**src/rtl/fibo_controller_if.sv**
```systemverilog
`default_nettype none
// ============================================================================
//  Module      : fibo_controller_if
//  Description : Handshake and datapath-control bundle between the Fibonacci
//                control FSM and its environment (requester + datapath).
//  Revision    : 1.0  initial release
// ============================================================================
interface fibo_controller_if #(
  parameter int size = 4
);
  // request side
  logic            start;
  logic [size-1:0] n;
  // datapath status
  logic            zero_flag;
  // datapath controls
  logic [1:0]      wrt_addr;
  logic            wrt_en;
  logic            load_data;
  logic [1:0]      rd_addr1;
  logic [1:0]      rd_addr2;
  logic [size-2:0] alu_opcode;
  logic [size-1:0] count;
  // run status
  logic            busy;
  logic            done;

  // Environment side: issues requests, reports datapath status
  modport master (
    output start, n, zero_flag,
    input  wrt_addr, wrt_en, load_data, rd_addr1, rd_addr2,
           alu_opcode, count, busy, done
  );

  // Controller side
  modport slave (
    input  start, n, zero_flag,
    output wrt_addr, wrt_en, load_data, rd_addr1, rd_addr2,
           alu_opcode, count, busy, done
  );
endinterface
`default_nettype wire

```
**src/rtl/fibo_controller.sv**
```systemverilog
`default_nettype none
// ============================================================================
//  Module      : fibo_controller
//  Description : Moore control FSM sequencing a register-file/ALU datapath to
//                compute F(n) mod 2^size. R0=1, R1/R2 = Fibonacci pair,
//                R3 = remaining iteration count.
//  Revision    : 1.0  initial release
// ============================================================================
module fibo_controller #(
  parameter int              size    = 4,
  parameter logic [size-2:0] OP_ADD  = 3'b001,
  parameter logic [size-2:0] OP_SUB  = 3'b010,
  parameter logic [size-2:0] OP_PASS = 3'b110
) (
  input  wire logic         Clk,
  input  wire logic         Rst,
  fibo_controller_if.slave  bus
);

  typedef enum logic [3:0] {
    S_IDLE  = 4'd0,
    S_INIT0 = 4'd1,
    S_INIT1 = 4'd2,
    S_INIT2 = 4'd3,
    S_INIT3 = 4'd4,
    S_TEST  = 4'd5,
    S_ADD   = 4'd6,
    S_DEC   = 4'd7,
    S_DONE  = 4'd8
  } state_t;

  state_t          state_q, state_d;
  logic            old_sel_q, old_sel_d;
  logic [size-1:0] n_reg_q, n_reg_d;

  logic [1:0]      wrt_addr_q, wrt_addr_d;
  logic            wrt_en_q, wrt_en_d;
  logic            load_data_q, load_data_d;
  logic [1:0]      rd_addr1_q, rd_addr1_d;
  logic [1:0]      rd_addr2_q, rd_addr2_d;
  logic [size-2:0] alu_opcode_q, alu_opcode_d;
  logic [size-1:0] count_q, count_d;
  logic            busy_q, busy_d;
  logic            done_q, done_d;
  logic [1:0]      old_addr;

  // Next-state logic: run sequencing, n latch, and OLD-register toggle
  always_comb begin
    state_d   = state_q;
    old_sel_d = old_sel_q;
    n_reg_d   = n_reg_q;
    case (state_q)
      S_IDLE: begin
        if (bus.start) begin
          n_reg_d   = bus.n;
          old_sel_d = 1'b0;
          state_d   = S_INIT0;
        end
      end
      S_INIT0: state_d = S_INIT1;
      S_INIT1: state_d = S_INIT2;
      S_INIT2: state_d = S_INIT3;
      S_INIT3: state_d = S_TEST;
      S_TEST:  state_d = bus.zero_flag ? S_DONE : S_ADD;
      S_ADD: begin
        // the register just overwritten becomes the "new" one
        old_sel_d = ~old_sel_q;
        state_d   = S_DEC;
      end
      S_DEC:   state_d = S_TEST;
      S_DONE:  state_d = S_IDLE;
      default: state_d = S_IDLE;
    endcase
  end

  // Output decode of the upcoming state, so the registered outputs are a
  // pure function of the state register and old_sel in every cycle
  always_comb begin
    old_addr     = old_sel_d ? 2'd2 : 2'd1;
    wrt_addr_d   = 2'd0;
    wrt_en_d     = 1'b0;
    load_data_d  = 1'b0;
    rd_addr1_d   = 2'd0;
    rd_addr2_d   = 2'd0;
    alu_opcode_d = OP_PASS;
    count_d      = '0;
    busy_d       = 1'b0;
    done_d       = 1'b0;
    case (state_d)
      S_INIT0: begin
        wrt_addr_d  = 2'd0;
        wrt_en_d    = 1'b1;
        load_data_d = 1'b1;
        count_d     = size'(1);
        busy_d      = 1'b1;
      end
      S_INIT1: begin
        wrt_addr_d  = 2'd1;
        wrt_en_d    = 1'b1;
        load_data_d = 1'b1;
        count_d     = '0;
        busy_d      = 1'b1;
      end
      S_INIT2: begin
        wrt_addr_d  = 2'd2;
        wrt_en_d    = 1'b1;
        load_data_d = 1'b1;
        count_d     = size'(1);
        busy_d      = 1'b1;
      end
      S_INIT3: begin
        wrt_addr_d  = 2'd3;
        wrt_en_d    = 1'b1;
        load_data_d = 1'b1;
        count_d     = n_reg_d;
        busy_d      = 1'b1;
      end
      S_TEST: begin
        rd_addr1_d = 2'd3;
        busy_d     = 1'b1;
      end
      S_ADD: begin
        wrt_addr_d   = old_addr;
        wrt_en_d     = 1'b1;
        rd_addr1_d   = 2'd1;
        rd_addr2_d   = 2'd2;
        alu_opcode_d = OP_ADD;
        busy_d       = 1'b1;
      end
      S_DEC: begin
        wrt_addr_d   = 2'd3;
        wrt_en_d     = 1'b1;
        rd_addr1_d   = 2'd3;
        rd_addr2_d   = 2'd0;
        alu_opcode_d = OP_SUB;
        busy_d       = 1'b1;
      end
      S_DONE: begin
        rd_addr1_d = old_addr;
        busy_d     = 1'b1;
        done_d     = 1'b1;
      end
      default: ;
    endcase
  end

  // State, latched operands and registered Moore outputs
  always_ff @(posedge Clk or posedge Rst) begin
    if (Rst) begin
      state_q      <= S_IDLE;
      old_sel_q    <= 1'b0;
      n_reg_q      <= '0;
      wrt_addr_q   <= 2'd0;
      wrt_en_q     <= 1'b0;
      load_data_q  <= 1'b0;
      rd_addr1_q   <= 2'd0;
      rd_addr2_q   <= 2'd0;
      alu_opcode_q <= OP_PASS;
      count_q      <= '0;
      busy_q       <= 1'b0;
      done_q       <= 1'b0;
    end else begin
      state_q      <= state_d;
      old_sel_q    <= old_sel_d;
      n_reg_q      <= n_reg_d;
      wrt_addr_q   <= wrt_addr_d;
      wrt_en_q     <= wrt_en_d;
      load_data_q  <= load_data_d;
      rd_addr1_q   <= rd_addr1_d;
      rd_addr2_q   <= rd_addr2_d;
      alu_opcode_q <= alu_opcode_d;
      count_q      <= count_d;
      busy_q       <= busy_d;
      done_q       <= done_d;
    end
  end

  assign bus.wrt_addr   = wrt_addr_q;
  assign bus.wrt_en     = wrt_en_q;
  assign bus.load_data  = load_data_q;
  assign bus.rd_addr1   = rd_addr1_q;
  assign bus.rd_addr2   = rd_addr2_q;
  assign bus.alu_opcode = alu_opcode_q;
  assign bus.count      = count_q;
  assign bus.busy       = busy_q;
  assign bus.done       = done_q;

endmodule
`default_nettype wire

```
**src/flat_wrapper.sv**
```systemverilog
// flat-port wrapper written by rule: the top's interface ports become plain ports
module fibo_controller_flat 
#(
  parameter int              size    = 4,
  parameter logic [size-2:0] OP_ADD  = 3'b001,
  parameter logic [size-2:0] OP_SUB  = 3'b010,
  parameter logic [size-2:0] OP_PASS = 3'b110
)
  (Clk, Rst, bus_start, bus_n, bus_zero_flag, bus_wrt_addr, bus_wrt_en, bus_load_data, bus_rd_addr1, bus_rd_addr2, bus_alu_opcode, bus_count, bus_busy, bus_done);
  fibo_controller_if #(.size(size)) bus_i ();
  input  wire logic Clk;
  input  wire logic Rst;
  input wire logic [$bits(bus_i.start)-1:0] bus_start;
  input wire logic [$bits(bus_i.n)-1:0] bus_n;
  input wire logic [$bits(bus_i.zero_flag)-1:0] bus_zero_flag;
  output wire logic [$bits(bus_i.wrt_addr)-1:0] bus_wrt_addr;
  output wire logic [$bits(bus_i.wrt_en)-1:0] bus_wrt_en;
  output wire logic [$bits(bus_i.load_data)-1:0] bus_load_data;
  output wire logic [$bits(bus_i.rd_addr1)-1:0] bus_rd_addr1;
  output wire logic [$bits(bus_i.rd_addr2)-1:0] bus_rd_addr2;
  output wire logic [$bits(bus_i.alu_opcode)-1:0] bus_alu_opcode;
  output wire logic [$bits(bus_i.count)-1:0] bus_count;
  output wire logic [$bits(bus_i.busy)-1:0] bus_busy;
  output wire logic [$bits(bus_i.done)-1:0] bus_done;
  assign bus_i.start = bus_start;
  assign bus_i.n = bus_n;
  assign bus_i.zero_flag = bus_zero_flag;
  assign bus_wrt_addr = bus_i.wrt_addr;
  assign bus_wrt_en = bus_i.wrt_en;
  assign bus_load_data = bus_i.load_data;
  assign bus_rd_addr1 = bus_i.rd_addr1;
  assign bus_rd_addr2 = bus_i.rd_addr2;
  assign bus_alu_opcode = bus_i.alu_opcode;
  assign bus_count = bus_i.count;
  assign bus_busy = bus_i.busy;
  assign bus_done = bus_i.done;
  fibo_controller #(.size(size), .OP_ADD(OP_ADD), .OP_SUB(OP_SUB), .OP_PASS(OP_PASS)) u_core (.Clk(Clk), .Rst(Rst), .bus(bus_i));
endmodule
```
**config.mk**
```make
export PLATFORM = sky130hd
export DESIGN_NAME = fibo_controller_flat
export DESIGN_NICKNAME = d
export VERILOG_FILES = /design/src/rtl/fibo_controller_if.sv /design/src/rtl/fibo_controller.sv /design/src/flat_wrapper.sv
export SDC_FILE = /design/constraint.sdc
export NUM_CORES = 1
export LEC_CHECK = 0
export ABC_AREA = 1
export BUFFER_PORTS_ARGS = -buffer_cell sky130_fd_sc_hd__buf_2
export CORE_MARGIN = 2
export CORE_UTILIZATION = 35
export CTS_BUF_LIST = sky130_fd_sc_hd__clkbuf_16
export DETAILED_ROUTE_END_ITERATION = 12
export GPL_ROUTABILITY_DRIVEN = 0
export PLACE_DENSITY = 0.66
export SYNTH_ARGS = -nofsm -noshare
export SYNTH_HDL_FRONTEND = slang
export SYNTH_SLANG_ARGS = --single-unit
```
**constraint.sdc**
```tcl
create_clock -name Clk -period 1.4 [get_ports Clk]
set_input_delay 0.14 -clock Clk [delete_from_list [all_inputs] [get_ports Clk]]
set_output_delay 0.14 -clock Clk [all_outputs]
set_load 0.01 [all_outputs]
```
Yosys cells after proc, flatten, opt, wreduce, memory -nomap -nowiden
Cells that the tools add are included.

storage, ports and cells
  flip-flop bits (word level) = 26
  latch bits = 0
  memory bits (writable) = 0
  memory bits (read-only) = 0
  bits of input ports = 8
  memories = 0

cells by class
  add/sub/neg operators = 0
  multiply operators = 0
  div/mod/pow operators = 0
  $lt $le $gt $ge = 0
  eq/ne operators = 15
  shift operators = 0
  mux-type cells = 17
  bitwise logic cells = 1
  reductions and logical operators = 8

operator list
  kind                                                                   number
  4-bit by 3-bit equality test with 1-bit output, second input constant  8
  4-bit case mux with 7 select lines                                     1
  4-bit by 2-bit equality test with 1-bit output, second input constant  4
  4-bit two-way mux                                                      4
  4-bit by 1-bit equality test with 1-bit output, second input constant  2
  2-bit case mux with 4 select lines                                     1
  4-bit case mux with 2 select lines                                     1
  2-bit OR reduction                                                     4
  8-bit OR reduction                                                     1
  2-bit case mux with 3 select lines                                     1
  3-bit case mux with 2 select lines                                     1
  6-bit OR reduction                                                     1
  1-bit two-way mux                                                      5
  4-bit equality test, second input constant                             1
  4-bit logical NOT                                                      1
  2-bit two-way mux                                                      2
  4-bit OR reduction                                                     1
  1-bit case mux with 2 select lines                                     1
  1-bit inverter                                                         1

Longest topological paths before layout
Gate-level depths: netlist of the first run.

  depth in word-level cells = 6
  mapped depth = 8
  mapped depth without buffers = 8

Worst setup path before layout of the first run
OpenSTA, ideal clock, no wires.

  path kind = reg2reg
  start point = reg u_core.state_q[3]
  end point = reg u_core.count_q[0], in the netlist u_core.bus.count[0]
  arrival time = 1,047 ps
  path slack = 277 ps
  stages on the path, launching flop included = 6
  buffers on the path = 0
  period minus slack after synthesis = 1,123 ps
  path through = dfrtp_1 -> nor2_4 -> inv_2 -> nor3_4 -> inv_1 -> o21ai_1

between the ends
  longest elaborated chain between the ends = 6
  elaborated cells on any way between the ends = 17
  classes of those cells = eq/ne (10); mux (4); reduce/logical (3)

ends and longest elaborated chain
  element                                                                                                                  RTL line                text
  start, declared                                                                                                          fibo_controller.sv:32   state_t state_q, state_d;
  start signal, assigned                                                                                                   fibo_controller.sv:163  state_q <= state_d;
  4-bit by 3-bit equality test with 1-bit output                                                                           fibo_controller.sv:52   case (state_q)
  2-bit OR reduction (no source line)                                                                                      --
  4-bit case mux with 7 select lines                                                                                       fibo_controller.sv:52
  4-bit by 1-bit equality test with 1-bit output / 4-bit by 2-bit equality test with 1-bit output (equally long branches)  fibo_controller.sv:89   case (state_d)
  2-bit OR reduction (no source line)                                                                                      --
  4-bit case mux with 2 select lines *                                                                                     fibo_controller.sv:89
  net u_core.count_d[0]                                                                                                    fibo_controller.sv:42   logic [size-1:0] count_q, count_d;
  end signal, assigned                                                                                                     fibo_controller.sv:172  count_q <= count_d;
  end, declared                                                                                                            fibo_controller.sv:42

Mark *: on every way through the listed nets, which the timed path passes. The rest lies on a longest branch.

Worst setup path after layout of the first run
Same ends and word-level chain as after synthesis.

==> run summary, run 1 <==
Antenna diodes: 0
Initial Util: 0.3747
Core Area: 2805 sq um
GR Util All Layers: 0.1190
Max Slew Vio Count: 0
CTS tree: built
Clock Skew: 1.933 ps
final setup vio count: 0
vias in the first global route: 776
top post-synthesis cells by area: dfrtp_1 55%, nand2_1 6.4%, inv_1 5.7%, dfstp_2 5.0%, nor2_4 4.3%
Layout area overhead: 25.36%
clock buffers created by TritonCTS: 3
Critical Path Max Stage Delay: 440 ps
drt pass-1 iters: 4
Critical Path, Cell by Cell: nor2_4 -> inv_2 -> nor3_4 -> inv_1 -> o21ai_1
Peak VDD IR: 0.9323 mV
largest net degree at the start of global routing: 26
Std-Cell Rows: 19
clk sinks: 25
Post-Syn Nets: 109
vias per cell: 4.399
f_max: 0.7848 GHz
Syn Area/Cell: 10.41 sq um
Yosys cell types: 23
largest area contributor in the netlist: dfrtp_1
sequential element share of the synthesized area: 0.5976
CP startpoint kind: register
Pwr per Cell Area: 2152 nW/um^2
fin crit share: 0.9101
ys flop type: dfrtp_1
First DRT Iteration DRCs: 4
ys async rst share: 1.000
Cell Area, Synth: 1051 sq um
# port buffers: 23
share of the synthesized area in the top cell type: 0.5476
Syn. warnings: 0
clk slew on worst S/H paths: 60 ps
P_leak: 0.0007424 uW
Die H: 58.80 um
drt drc: 0
final worst path period need: 1274 ps
max_cap viols: 0
CP arrival: 1450 ps
final antenna-violating net count: 0
Final Hold Fails: 0
WS Path Type: register to register
die area: 3457 sq um
CP required: 1580 ps
Min Hold Slack: 132.5 ps
nets: 141
gr ovfl total: 0
Post-CTS Resized: 0
Max FO, Critical Path: 5
Tot Pwr: 2836 uW
most frequent cells in the layout: 23 x buf_2, 23 x dfrtp_1, 18 x nand2_1
CTS HTree Levels: 1
run status: complete, no violations
Die X: 58.80 um
initial antenna violation count: 0
I/O pin total: 25
Post-synth EDFFs: 0
hpwl dp: 1330 um
routed wire length: 1751 um
Synth Register Bits: 25
Crit path max-delay family: flip-flops
layout cells sized above 1: 0.4091
Critical Path Sink Type: register
clock tree buffer depth: 2
per-cell routed wire length: 10.74 um
global-route wire length before repair: 3146 um
Cells after Synth: 101
worst hold path class: input pin to register
WP buf/inv: 2
CP max stage cell: dfrtp_1
Root Driver: clkbuf_16
Vias: 717
Clock Latency Late Sink: 250 ps
[layer usage]
layer  routed length, um  global-route usage  part of all wire  vias to the layer above
met1                 741              0.1406              0.42                      339
li1                    -                   -                 -                      363
met4                   0            0.009740                 0                        0
met2                 920              0.2143              0.53                       15
met5                   0                   0                 0                        -
met3                  89             0.04396             0.051                        0
[final timing paths]
path | startpoint | end | slack [ps] | cells after the start
max in group asynchronous | Rst | u_core.bus.alu_opcode[2] | 650 | 4
worst min-delay path | bus_zero_flag | u_core.bus.rd_addr2[1] | 130 | 2
worst max-delay path | u_core.state_q[3] | u_core.bus.count[0] | 130 | 5
worst min register to register | u_core.n_reg_q[2] | u_core.n_reg_q[2] | 500 | 2
worst max register to register | u_core.state_q[3] | u_core.bus.count[0] | 130 | 5
min in group asynchronous | Rst | u_core.bus.count[3] | 470 | 4
[through the flow]
step / instances / TNS [ps] / utilization / instance area [sq um] / setup WS [ps]
after floorplan: 101 / 0 / - / 1051 / 276.8
after global placement: 155 / 0 / 0.4295 / 1205 / 108.4
after detailed placement: 155 / 0 / 0.4295 / 1205 / 83.46
after CTS: 160 / 0 / 0.4616 / 1295 / 66.80
after global routing: 163 / -11.50 / 0.4697 / 1318 / -6.236
final: 163 / 0 / 0.4697 / 1318 / 125.8
[state kept, by name, indices dropped and copies added, names as in the netlist]
signal,count
u_core.state_q,4
u_core.bus.rd_addr1,2
u_core.bus.rd_addr2,1
u_core.old_sel_q,1
u_core.bus.load_data,1
u_core.n_reg_q,4
u_core.bus.wrt_addr,2
u_core.bus.wrt_en,1
u_core.bus.done,1
u_core.bus.alu_opcode,3
u_core.bus.count,4
u_core.bus.busy,1
[cells by family after synthesis]
group                  synth area share
other                          0.003568
buffers and inverters           0.08691
DFF                              0.5976
AOI/OAI and AO/OA               0.04166
and+or+nand+nor                  0.2702
[synthesized netlist by cell type (2+ instances only)]
cell      n
nand2_4   3
dfstp_2   2
nor2_2    2
inv_1    16
nor2_1    5
dfrtp_1  23
o21ai_1   5
nand3_1   5
inv_2     5
nand2_2   2
nand2_1  18
nor2_4    4
[repair_timing]
| item | 4_1_cts | 5_1_grt |
|---|---|---|
| endpoints found under the setup margin | 0 | 1 |
| endpoints found under the hold margin | 23 | 0 |
| buffers inserted | 0 | 3 |
| hold buffers | 1 | 0 |
[worst reg2reg max path: stages, from the launching register on]
cell and delay [ps]:
dfrtp_1 440, nor2_4 190, inv_2 80, nor3_4 250, inv_1 100, o21ai_1 140
[area by class of cell]
| cell class | instances | area [sq um] |
|---|---|---|
| Clock buffer | 3 | 75.07 |
| Tap cell | 31 | 38.79 |
| Inverter | 22 | 83.83 |
| Clock inverter | 1 | 5.005 |
| Multi-Input combinational cell | 53 | 331.6 |
| Fill cell | 278 | 1488 |
| Timing Repair Buffer | 28 | 155.1 |
| Sequential cell | 25 | 628.1 |
[power by group]
part	internal (uW)	switching [uW]	total, uW
sequential	992	123	1120
combinational	414	692	1110
clock	384	230	614
total	1790	1050	2840
(Power assumes the default switching activity.)
==> run 2: changes to the inputs <==
--- a/config.mk
+++ b/config.mk
@@ -7,6 +7,7 @@
 export LEC_CHECK = 0
 export ABC_AREA = 1
 export BUFFER_PORTS_ARGS = -buffer_cell sky130_fd_sc_hd__buf_2
+export CORE_ASPECT_RATIO = 0.5
 export CORE_MARGIN = 2
 export CORE_UTILIZATION = 35
 export CTS_BUF_LIST = sky130_fd_sc_hd__clkbuf_16
==> run 2 against run 1 <==
Via count increased by 0.42%. Die area is 0.77% higher. Sequential cell count is the same. Global-route usage is 0.34 points lower. Sequential share of layout area decreased by 0.27 points. Critical endpoint is now u_core.bus.wrt_addr[0]. Largest cell class unchanged. Highest routed layer unchanged.
==> run summary, run 2 (synthesized netlist as in run 1, its figures left out) <==
Die H: 42.75 um
Sw Pwr: 1033 uW
global-route wire length before repair: 2973 um
final antenna-violating net count: 0
Pwr per Cell Area: 2122 nW/um^2
clk slew on worst S/H paths: 60 ps
# port buffers: 23
CTS HTree Levels: 1
Std-Cell Rows: 13
Root Driver: clkbuf_16
layout cells sized above 1: 0.4091
CP startpoint kind: register
register area: 628.1 sq um
Max FO, Critical Path: 6
Clock Latency Late Sink: 250 ps
GR Util All Layers: 0.1155
worst hold path class: input pin to register
clock group share of total power: 0.219
CP required: 1590 ps
gr ovfl total: 0
Core Area: 2716 sq um
placed cell area: 1212 sq um
vias in the first global route: 667
CTS tree: built
max_cap viols: 0
area occupied by multi-input gates: 331.6 sq um
run status: complete, no violations
clock tree buffer depth: 2
Comb power frac: 0.385
Peak VDD IR: 0.5799 mV
Final Hold Fails: 0
nets: 141
vias per cell: 4.260
Vias: 720
per-cell routed wire length: 10.16 um
Die X: 81.50 um
clk sinks: 25
I/O pin total: 25
Sw Ratio: 0.3674
Min Hold Slack: 119.1 ps
f_max: 0.7646 GHz
largest net degree at the start of global routing: 26
final instance area: 1325 sq um
clock buffers created by TritonCTS: 3
Clock Skew: 4.819 ps
Antenna diodes: 0
Critical Path Sink Type: register
First DRT Iteration DRCs: 28
Seq pwr share: 0.396
most frequent cells in the layout: 23 x buf_2, 23 x dfrtp_1, 18 x nand2_1
Initial Util: 0.3869
final worst path period need: 1308 ps
drt pass-1 iters: 4
P_leak: 0.0007436 uW
Max Slew Vio Count: 0
drt drc: 0
WS Path Type: register to register
routed wire length: 1717 um
CP arrival: 1500 ps
internal power: 1779 uW
Post-CTS Resized: 0
Layout area overhead: 26.07%
fin crit share: 0.9342
fillcell total: 269
die area: 3484 sq um
hpwl dp: 1251 um
final setup vio count: 0
Layout Utilization: 0.4878
initial antenna violation count: 0
run 2: critical path, cell delays in order (launching register included):
cell and delay (ps):
dfrtp_1 450, nor2_4 230, inv_2 80, nor3_4 230
buf_4 150, nor2_1 30, nand3_1 70
run 2: per-stage QoR:
stage          power [uW]  instances  setup TNS [ps]  setup slack [ps]
4_1_cts              2813        166               0             94.38
3_5_place_dp         2179        161               0             112.4
3_3_place_gp         2159        161               0             117.3
5_1_grt              3028        169          -16.09            -9.707
2_1_floorplan        1890        101               0             276.8
6_report             2812        169               0             92.05
run 2: repair_timing:
action / 4_1_cts / 5_1_grt
endpoints found under the setup margin: 0 / 1
hold buffers: 1 / 0
buffers inserted: 0 / 3
endpoints found under the hold margin: 23 / 0
run 2: cell type report:
class | count | area share
clock buffer | 3 | 0.05666
clock inverter | 1 | 0.003777
inverter | 22 | 0.06327
multi-input combinational | 53 | 0.2502
sequential | 25 | 0.4740
tap | 37 | 0.03494
timing repair buffer | 28 | 0.1171
run 2: path summary, 6_finish.rpt:
path                                    from                  endpoint  slack [ps]  depth (start not counted)
hold reg to reg            u_core.n_reg_q[3]         u_core.n_reg_q[3]         500                          2
setup / recovery           u_core.state_q[3]    u_core.bus.wrt_addr[0]          90                          6
min in group asynchronous                Rst         u_core.state_q[0]         480                          4
max in group asynchronous                Rst  u_core.bus.alu_opcode[2]         630                          4
hold / removal                      bus_n[0]         u_core.n_reg_q[0]         120                          3
setup reg to reg           u_core.state_q[3]    u_core.bus.wrt_addr[0]          90                          6
run 2: power groups by stage:
stage,combinational (uW),clock [uW],sequential (uW)
after floorplan,687,0,1200
after global placement,1030,0,1130
after detailed placement,1050,0,1130
after CTS,1060,636,1120
after global routing,1210,672,1150
final,1080,617,1110
run 2: layer usage:
layer	vias to the layer above	track usage	part of all wire
met3	0	0.05319	0.061
met5	-	0	0
met4	0	0.04068	0
li1	364	-	-
met1	342	0.1434	0.48
met2	14	0.1770	0.46
==> run 3: changes to the inputs <==
--- a/config.mk
+++ b/config.mk
@@ -13,6 +13,7 @@
 export CTS_BUF_LIST = sky130_fd_sc_hd__clkbuf_16
 export DETAILED_ROUTE_END_ITERATION = 12
 export GPL_ROUTABILITY_DRIVEN = 0
+export GPL_TIMING_DRIVEN = 0
 export PLACE_DENSITY = 0.66
 export SYNTH_ARGS = -nofsm -noshare
 export SYNTH_HDL_FRONTEND = slang
==> run 3 against run 2 <==
Via count shrank 4.6%. Utilization shrank 1.2 points. Sequential cell count is the same. Global-route usage shrank 0.53 points. Total power shrank 1.9%. Cell count shrank 2.4%. Register-to-register slack gained 50 ps. Sequential share of layout area grew 1.2 points. Design area shrank 2.5%.
==> run summary, run 3 (synthesized netlist as in run 1, its figures left out) <==
run status: complete, no violations
Layout Utilization: 0.4754
Reg-to-Reg End: u_core.bus.count[0]
met3 wire length: 101 um
Std-Cell Rows: 13
Core Area: 2716 sq um
CP required: 1590 ps
Layout area overhead: 22.86%
largest net degree at the start of global routing: 26
per-cell routed wire length: 9.885 um
vias in the first global route: 645
I/O pin total: 25
Max-slew headroom: 0.3974
clock tree buffer depth: 2
Comb power frac: 0.375
Sw Ratio: 0.3682
CP arrival: 1440 ps
final antenna-violating net count: 0
setup bufs post-CTS: 0
placed cell area: 1212 sq um
final setup vio count: 0
Clock Skew: 4.903 ps
post-route setup slack: 145.0 ps
Vias: 687
Critical Path Max Stage Delay: 450 ps
r2r worst-path depth: 5
clock buffers created by TritonCTS: 3
Root Driver: clkbuf_16
max_cap viols: 0
routed wire length: 1631 um
vias per cell: 4.164
die area: 3484 sq um
Die H: 42.75 um
layout cells sized above 1: 0.3906
initial antenna violation count: 0
# port buffers: 23
fin crit share: 0.8964
drt pass-1 iters: 4
WP buf/inv: 2
f_max: 0.7968 GHz
CP max stage cell: dfrtp_1
Cells after DPL: 161
Critical R2R Launch: u_core.state_q[3]
most frequent cells in the layout: 23 x buf_2, 23 x dfrtp_1, 18 x nand2_1
CTS Hold Bufs: 0
First DRT Iteration DRCs: 18
CTS tree: built
M1 WL: 754 um
Max Slew Vio Count: 0
worst hold path class: input pin to async pin
Post-CTS Resized: 0
Place WS: 144.2 ps
nets: 137
internal power: 1743 uW
clk slew on worst S/H paths: 60 ps
final instance area: 1291 sq um
Max FO, Critical Path: 6
Initial Util: 0.3869
WS Path Type: register to register
global-route wire length before repair: 2870 um
hpwl dp: 1263 um
GR Util All Layers: 0.1102
CTS HTree Levels: 1
gr ovfl total: 0
top layer in use: met3
Critical Path, Cell by Cell: nor2_4 -> inv_2 -> nor3_4 -> inv_1 -> o21ai_1
P_leak: 0.0007261 uW
Peak VDD IR: 0.7071 mV
Final Hold Fails: 0
post-route insts no fill: 165
clk sinks: 25
drt drc: 0
slew at the pin closest to its max-slew limit: 902.9 ps
fillcell total: 254
routed wl met2: 775 um
Crit path max-delay family: flip-flops
aggregate negative setup slack: 0 ps
Pwr per Cell Area: 2137 nW/um^2
Die X: 81.50 um
Clock Latency Late Sink: 250 ps
final worst path period need: 1255 ps
Critical Path Sink Type: register
RSZ-0062 raised after global routing: no
Seq pwr share: 0.405
FF-to-FF setup slack: 140 ps
Sw Pwr: 1016 uW
Antenna diodes: 0
clock group share of total power: 0.220
CP startpoint kind: register
==> run 3: changes by cell type in the layout (fill, tap and decap cells not counted), sizes merged <==
cell         previous run  this run
buf                    27        24
clkinv                  2         1
dlygate4sd3             1         0
inv                    21        22
==> run 3: how the worst max path moves through the flow <==
stage / from / end / slack, ps / depth (start not counted)
after floorplan: u_core.state_q[3] / u_core.bus.count[0] / 280 / 5
after global placement: u_core.state_q[3] / u_core.bus.count[0] / 130 / 5
after detailed placement: u_core.state_q[3] / u_core.bus.count[0] / 140 / 5
after CTS: u_core.state_q[3] / u_core.bus.count[0] / 130 / 5
after global routing: u_core.state_q[1] / u_core.bus.wrt_addr[1] / 6 / 6
final: u_core.state_q[3] / u_core.bus.count[0] / 140 / 5
==> run 3: routing by layer <==
layer | track usage | up-vias
met5 | 0 | -
met3 | 0.04468 | 0
li1 | - | 358
met1 | 0.1509 | 316
met2 | 0.1656 | 13
met4 | 0.02034 | 0
==> run 3: through the flow <==
stage	hold slack, ps	total power, uW
after floorplan	165.8	1890
after global placement	380.5	2158
after detailed placement	378.4	2182
after CTS	114.2	2802
after global routing	123.4	2969
final	75.98	2759
==> run 3: power groups by stage <==
stage               clock [uW]  sequential, uW  combinational (uW)
detailed placement           0            1130                1050
global placement             0            1130                1030
finish                     607            1120                1030
floorplan                    0            1200                 687
global route               658            1140                1170
CTS                        624            1120                1060
==> run 3: final cells by class <==
type	instances	area, sq um	share of cell area
buffer	1	7.507	0.005814
clock buffer	3	75.07	0.05814
clock inverter	1	3.754	0.002907
inverter	22	83.83	0.06492
multi-input combinational	53	331.6	0.2568
sequential	25	628.1	0.4864
tap	37	46.29	0.03585
timing repair buffer	23	115.1	0.08915
